<file path="src/rtl/food_tracker.sv">
// Food consumer for the snake game: latches a legal food candidate, detects the
// head eating it, pulses eaten and keeps a saturating score.
module food_tracker #(
  parameter int SIZE    = 8,
  parameter int X_MIN   = 151,
  parameter int X_MAX   = 777,
  parameter int Y_MIN   = 42,
  parameter int Y_MAX   = 508,
  parameter int SCORE_W = 8
) (
  input  logic               clk1,
  input  logic               rst_n,
  input  logic               tick,
  input  logic               pause,
  input  logic [9:0]         xHead,
  input  logic [9:0]         yHead,
  input  logic [9:0]         xCand,
  input  logic [9:0]         yCand,
  output logic [9:0]         xFood,
  output logic [9:0]         yFood,
  output logic               food_valid,
  output logic               eaten,
  output logic [SCORE_W-1:0] score
);

  typedef enum logic [1:0] {LOAD, ARMED, EAT} state_t;

  localparam logic [10:0] SZ   = 11'(SIZE);
  localparam logic [9:0]  X_LO = 10'(X_MIN);
  localparam logic [9:0]  X_HI = 10'(X_MAX);
  localparam logic [9:0]  Y_LO = 10'(Y_MIN);
  localparam logic [9:0]  Y_HI = 10'(Y_MAX);

  state_t     state_reg, state_next;
  logic [9:0] hx, hy;
  logic       step;
  logic       cand_ok;
  logic       accept;
  logic       hit;

  // Sums are widened to 11 bits so coordinates near 1023 cannot wrap.
  function automatic logic ov(input logic [9:0] ax, input logic [9:0] ay,
                              input logic [9:0] bx, input logic [9:0] by);
    return ({1'b0, ax} + SZ > {1'b0, bx}) && ({1'b0, bx} + SZ > {1'b0, ax}) &&
           ({1'b0, ay} + SZ > {1'b0, by}) && ({1'b0, by} + SZ > {1'b0, ay});
  endfunction

  assign step    = tick & ~pause;
  assign cand_ok = (xCand >= X_LO) && (xCand <= X_HI) &&
                   (yCand >= Y_LO) && (yCand <= Y_HI) &&
                   !ov(xCand, yCand, hx, hy);

  always_comb begin
    state_next = state_reg;
    accept     = 1'b0;
    hit        = 1'b0;
    case (state_reg)
      LOAD: begin
        if (cand_ok) begin
          accept     = 1'b1;
          state_next = ARMED;
        end
      end
      ARMED: begin
        if (step && ov(xHead, yHead, xFood, yFood)) begin
          hit        = 1'b1;
          state_next = EAT;
        end
      end
      EAT:     state_next = LOAD;
      default: state_next = LOAD;
    endcase
  end

  always_ff @(posedge clk1 or negedge rst_n) begin
    if (!rst_n) begin
      state_reg  <= LOAD;
      hx         <= '0;
      hy         <= '0;
      xFood      <= '0;
      yFood      <= '0;
      food_valid <= 1'b0;
      eaten      <= 1'b0;
      score      <= '0;
    end else begin
      state_reg <= state_next;
      eaten     <= hit;
      if (step) begin
        hx <= xHead;
        hy <= yHead;
      end
      if (accept) begin
        xFood      <= xCand;
        yFood      <= yCand;
        food_valid <= 1'b1;
      end
      // Leaving EAT: food position is kept, only the valid flag drops.
      if (state_reg == EAT) begin
        food_valid <= 1'b0;
        if (score != {SCORE_W{1'b1}})
          score <= score + SCORE_W'(1);
      end
    end
  end

endmodule
</file>
<file path="config.mk">
export PLATFORM = sky130hd
export DESIGN_NAME = food_tracker
export DESIGN_NICKNAME = d
export VERILOG_FILES = /design/src/rtl/food_tracker.sv
export SDC_FILE = /design/constraint.sdc
export NUM_CORES = 1
export LEC_CHECK = 0
export ABC_CLOCK_PERIOD_IN_PS = 3650
export CAP_MARGIN = 30
export CELL_PAD_IN_SITES_DETAIL_PLACEMENT = 1
export CELL_PAD_IN_SITES_GLOBAL_PLACEMENT = 1
export CORE_MARGIN = 3
export CORE_UTILIZATION = 35
export CTS_BUF_LIST = sky130_fd_sc_hd__clkbuf_8
export CTS_CLUSTER_SIZE = 25
export DETAILED_ROUTE_END_ITERATION = 7
export PLACE_DENSITY_LB_ADDON = 0.1
export SLEW_MARGIN = 5
export SYNTH_ARGS = -nofsm -noshare
export SYNTH_HDL_FRONTEND = slang
export SYNTH_SLANG_ARGS = --single-unit
</file>
<file path="constraint.sdc">
create_clock -name clk1 -period 3.65 [get_ports clk1]
set_clock_uncertainty 0.05 [all_clocks]
set_input_delay 0.365 -clock clk1 [delete_from_list [all_inputs] [get_ports clk1]]
set_output_delay 0.365 -clock clk1 [all_outputs]
set_load 0.01 [all_outputs]
</file>
==> flow_metrics.py <==
metrics = {
    "route": {
        "total_wirelength_of_the_detailed_routed_design_um": 14100,
        "drt_pre_antenna_iters": 4,
        "drt_iter0_drc": 152,
        "routedWlPerCell_um": 17.8,
        "route.antenna.remaining_nets": 0,
        "drc_errors": 0,
        "detailroute.via_count": 4136,
        "routed_via_density": 5.22,
    },
    "sta": {
        "slew_headroom_pct": 67.0,
        "count_of_endpoints_failing_hold_in_the_final_timing_report": 0,
        "maxSlewViolCount": 0,
        "post_route_fraction_of_the_period_consumed_by_the_critical_path_pct": 90.2,
        "timing_worst_slew_pin_value_ns": 0.490,
        "final_period_minus_worst_setup_slack_ns": 3.29,
        "fin_tns_setup_ns": 0,
        "grt_setup_unrepaired": "false",
        "report.final.setup_viol": 0,
        "achievable-frequency_mhz": 304,
    },
    "layout": {
        "postLayoutCellArea_mm2": 0.00580,
        "antenna_diodes": 0,
        "drive_gt1_share_pct": 4.35,
        "finish.net_count": 748,
        "flow.area_growth_from_synthesis_pct": 23.4,
        "n_fill_cell": 1558,
    },
    "synthesis": {
        "ys.warnings.count": 0,
        "synth_edf_count": 0,
        "postSynthRegisterBits": 52,
        "synth-compound-area-share_pct": 14.4,
        "synth_xor_xnor_area_share_pct": 8.75,
        "synth_unique_cells": 47,
        "synth_adder_area_share_pct": 22.6,
        "synthMuxAreaShare_pct": 4.28,
        "synth_top_family_by_area": "adder cells",
        "ys_seq_area_share_pct": 27.7,
        "synthesis.area_mm2": 0.00470,
        "cells_after_synth": 535,
        "postSynth.asyncResetShare_pct": 100,
        "postSynthNetCount": 664,
        "synth_simple_gate_area_share_pct": 14.6,
        "main_synth_ff_type": "dfrtp_1",
        "syn-mean-instance-area_um2": 8.79,
    },
    "global_routing": {
        "groute.layer.met3.usage_pct": 2.55,
        "gr-max-usage-layer": "met2",
        "grt_first_pass_wirelength_um": 23400,
        "gr-usage-all-layers_pct": 19.9,
        "first_global_vias": 4388,
        "grt.met2_usage_pct": 31.6,
        "grt_remaining_overflow": 0,
        "antenna_found_initial": 0,
        "use_met1_pct": 29.2,
        "maximum_number_of_pins_on_one_net_before_global_route_repair": 42,
    },
    "placed_design": {
        "placement.io_buffers": 73,
        "finalWeightedCongestion": 0.830,
        "post-dp-hpwl_um": 11900,
        "post_dp_cell_area_mm2": 0.00568,
    },
    "floorplan": {
        "dieArea_mm2": 0.0149,
        "initial_utilization_pct": 36.5,
        "row_count": 41,
        "floorplan.io_pins": 74,
        "core-area_mm2": 0.0129,
        "chip_height_um": 122,
        "chipWidth_um": 122,
    },
    "clock_network": {
        "post_cts.resized_instances": 0,
        "insertion_delay_to_the_later_sink_of_the_worst_skew_pair_ns": 0.33,
        "cts-htree-levels": 2,
        "clkTransAtPathRegs_ns": 0.10,
        "root_buffer": "clkbuf_8",
        "clock_tree.buffer_depth": 2,
        "cts_tree": "yes",
        "cts-buffers-inserted": 5,
        "cts_sinks": 52,
    },
    "worst_setup_path": {
        "path_class": "in -> reg",
        "critical_path_end_type": "flop",
        "crit_arrival_ns": 3.48,
        "start_kind": "input port",
        "crit_fanout": 20,
        "critical_path_required_ns": 3.84,
    },
    "hold_path": {
        "hold_path_class": "in -> async",
    },
    "power_and_ir_drop": {
        "ir_worst_vdd_mv": 0.169,
        "power.static_leakage_nw": 2.73,
        "power-per-cell-area_mw_per_mm2": 516,
    },
    "status": {
        "run_status": "completed",
    },
    "flow_run": {
        "drv_cap": 0,
    },
}
==> layout make-up <==
class / instances / area (um2) / area share (%)
clock inverters: 3 / 22.5 / 0.388
clock buffers: 5 / 68.8 / 1.19
flip-flops and latches: 52 / 1300 / 22.4
well taps: 172 / 215 / 3.71
inverters: 84 / 315 / 5.43
repair buffers: 84 / 836 / 14.4
multi-input cells: 392 / 3040 / 52.4
==> per-layer routing <==
layer	share of wire [%]	wire (um)
met2	44	6280
met3	3.4	481
met5	0	0
met4	0.84	119
met1	51	7230
==> path summary, 6_finish.rpt <==
path | start | end | slack [ns] | cells past startpoint
hold / removal | rst_n | xFood[2] | 0.35 | 2
hold reg to reg | state_reg[1] | state_reg[1] | 0.46 | 1
max in group asynchronous | rst_n | hy[2] | 2.54 | 4
setup reg to reg | hx[4] | xFood[8] | 0.73 | 12
min in group clk1 | state_reg[1] | state_reg[1] | 0.46 | 1
setup / recovery | yCand[3] | xFood[8] | 0.36 | 13
==> per-stage QoR <==
| stage | power, mW | std cells | hold WS [ns] | setup WS, ns | util (%) |
|---|---|---|---|---|---|
| after floorplan | 1.93 | 535 | 0.0194 | 0.868 | - |
| after global placement | 2.57 | 782 | 0.433 | 0.139 | 44.1 |
| after detailed placement | 2.63 | 782 | 0.442 | 0.00460 | 44.1 |
| after CTS | 3.02 | 790 | 0.134 | 0.342 | 44.8 |
| after global routing | 3.28 | 792 | 0.329 | 0.215 | 45.1 |
| final | 2.99 | 792 | 0.349 | 0.356 | 45.1 |
==> Yosys cell counts (all sizes together), types with 2 or more instances <==
| master | n | area [um2] |
|---|---|---|
| ha | 85 | 1060 |
| inv | 84 | 315 |
| dfrtp | 52 | 1300 |
| nand3 | 38 | 190 |
| xnor2 | 36 | 315 |
| nand2 | 34 | 128 |
| o21ai | 33 | 165 |
| a21oi | 24 | 124 |
| mux2i | 19 | 190 |
| nor3 | 13 | 65.1 |
| nand4 | 12 | 75.1 |
| nor2 | 12 | 45.0 |
| a21o | 11 | 83.8 |
| xor2 | 11 | 96.3 |
| and3 | 8 | 50.1 |
| a211oi | 7 | 52.6 |
| nor2b | 7 | 43.8 |
| clkbuf | 5 | 18.8 |
| nor4 | 5 | 31.3 |
| o211ai | 5 | 37.5 |
| o21bai | 3 | 22.5 |
| a221o | 2 | 20.0 |
| a221oi | 2 | 17.5 |
| a31oi | 2 | 27.5 |
| a41oi | 2 | 17.5 |
| buf | 2 | 26.3 |
| nand3b | 2 | 15.0 |
| nor3b | 2 | 15.0 |
| o21a | 2 | 15.0 |
| o31ai | 2 | 15.0 |
==> logic make-up (layout without fill, tap and decap cells) <==
logic type	after synthesis	count (layout)
DFF	52	52
muxes	20	20
adders and majority gates	85	85
AOI/OAI and AO/OA	103	103
xor gates and xnor gates	47	47
buffers and inverters	91	176
and+or+nand+nor	137	137
==> cell usage in the layout (no fill, tap or decap), types with 2 or more instances in the layout <==
| cell type | synthesis | routed |
|---|---|---|
| nor3b_1 | 2 | 2 |
| o21bai_1 | 3 | 3 |
| and3_1 | 8 | 8 |
| a221o_1 | 2 | 2 |
| dfrtp_1 | 52 | 52 |
| ha_1 | 85 | 85 |
| xor2_1 | 11 | 11 |
| nand3b_1 | 2 | 2 |
| clkbuf_8 | 0 | 5 |
| o211ai_1 | 5 | 5 |
| nand2_1 | 34 | 34 |
| xnor2_1 | 36 | 36 |
| nand3_1 | 38 | 38 |
| a211oi_1 | 7 | 7 |
| nand4_1 | 12 | 12 |
| mux2i_1 | 19 | 19 |
| o21ai_0 | 33 | 33 |
| a221oi_1 | 2 | 2 |
| o31ai_1 | 2 | 2 |
| nor3_1 | 13 | 13 |
| inv_1 | 84 | 84 |
| o21a_1 | 2 | 2 |
| nor2b_1 | 7 | 6 |
| clkdlybuf4s50_1 | 0 | 72 |
| a41oi_1 | 2 | 2 |
| buf_4 | 0 | 8 |
| a21oi_1 | 23 | 23 |
| a21o_1 | 10 | 10 |
| buf_12 | 0 | 2 |
| nor2_1 | 12 | 12 |
| nor4_1 | 5 | 5 |
==> where the power goes <==
part           switching, mW  internal [mW]  total (mW)
Clock                  0.228          0.138       0.367
Combinational          0.881          0.825        1.71
Sequential             0.196          0.725       0.921
==> timing repair <==
action / 4_1_cts / 5_1_grt
buffers inserted: 0 / 0
hold buffers: 0 / 1
endpoints found under the hold margin: 0 / 37
==> critical path: stages <==
cell	delay, ns
clkdlybuf4s50_1	0.55
ha_1	0.26
nand3_1	0.11
xnor2_1	0.14
ha_1	0.29
and3_1	0.19
a221o_1	0.32
a221o_1	0.33
o22ai_2	0.16
a21oi_2	0.06
a31oi_4	0.25
buf_12	0.22
mux2i_1	0.22
Power figures use the tool's default switching activity.
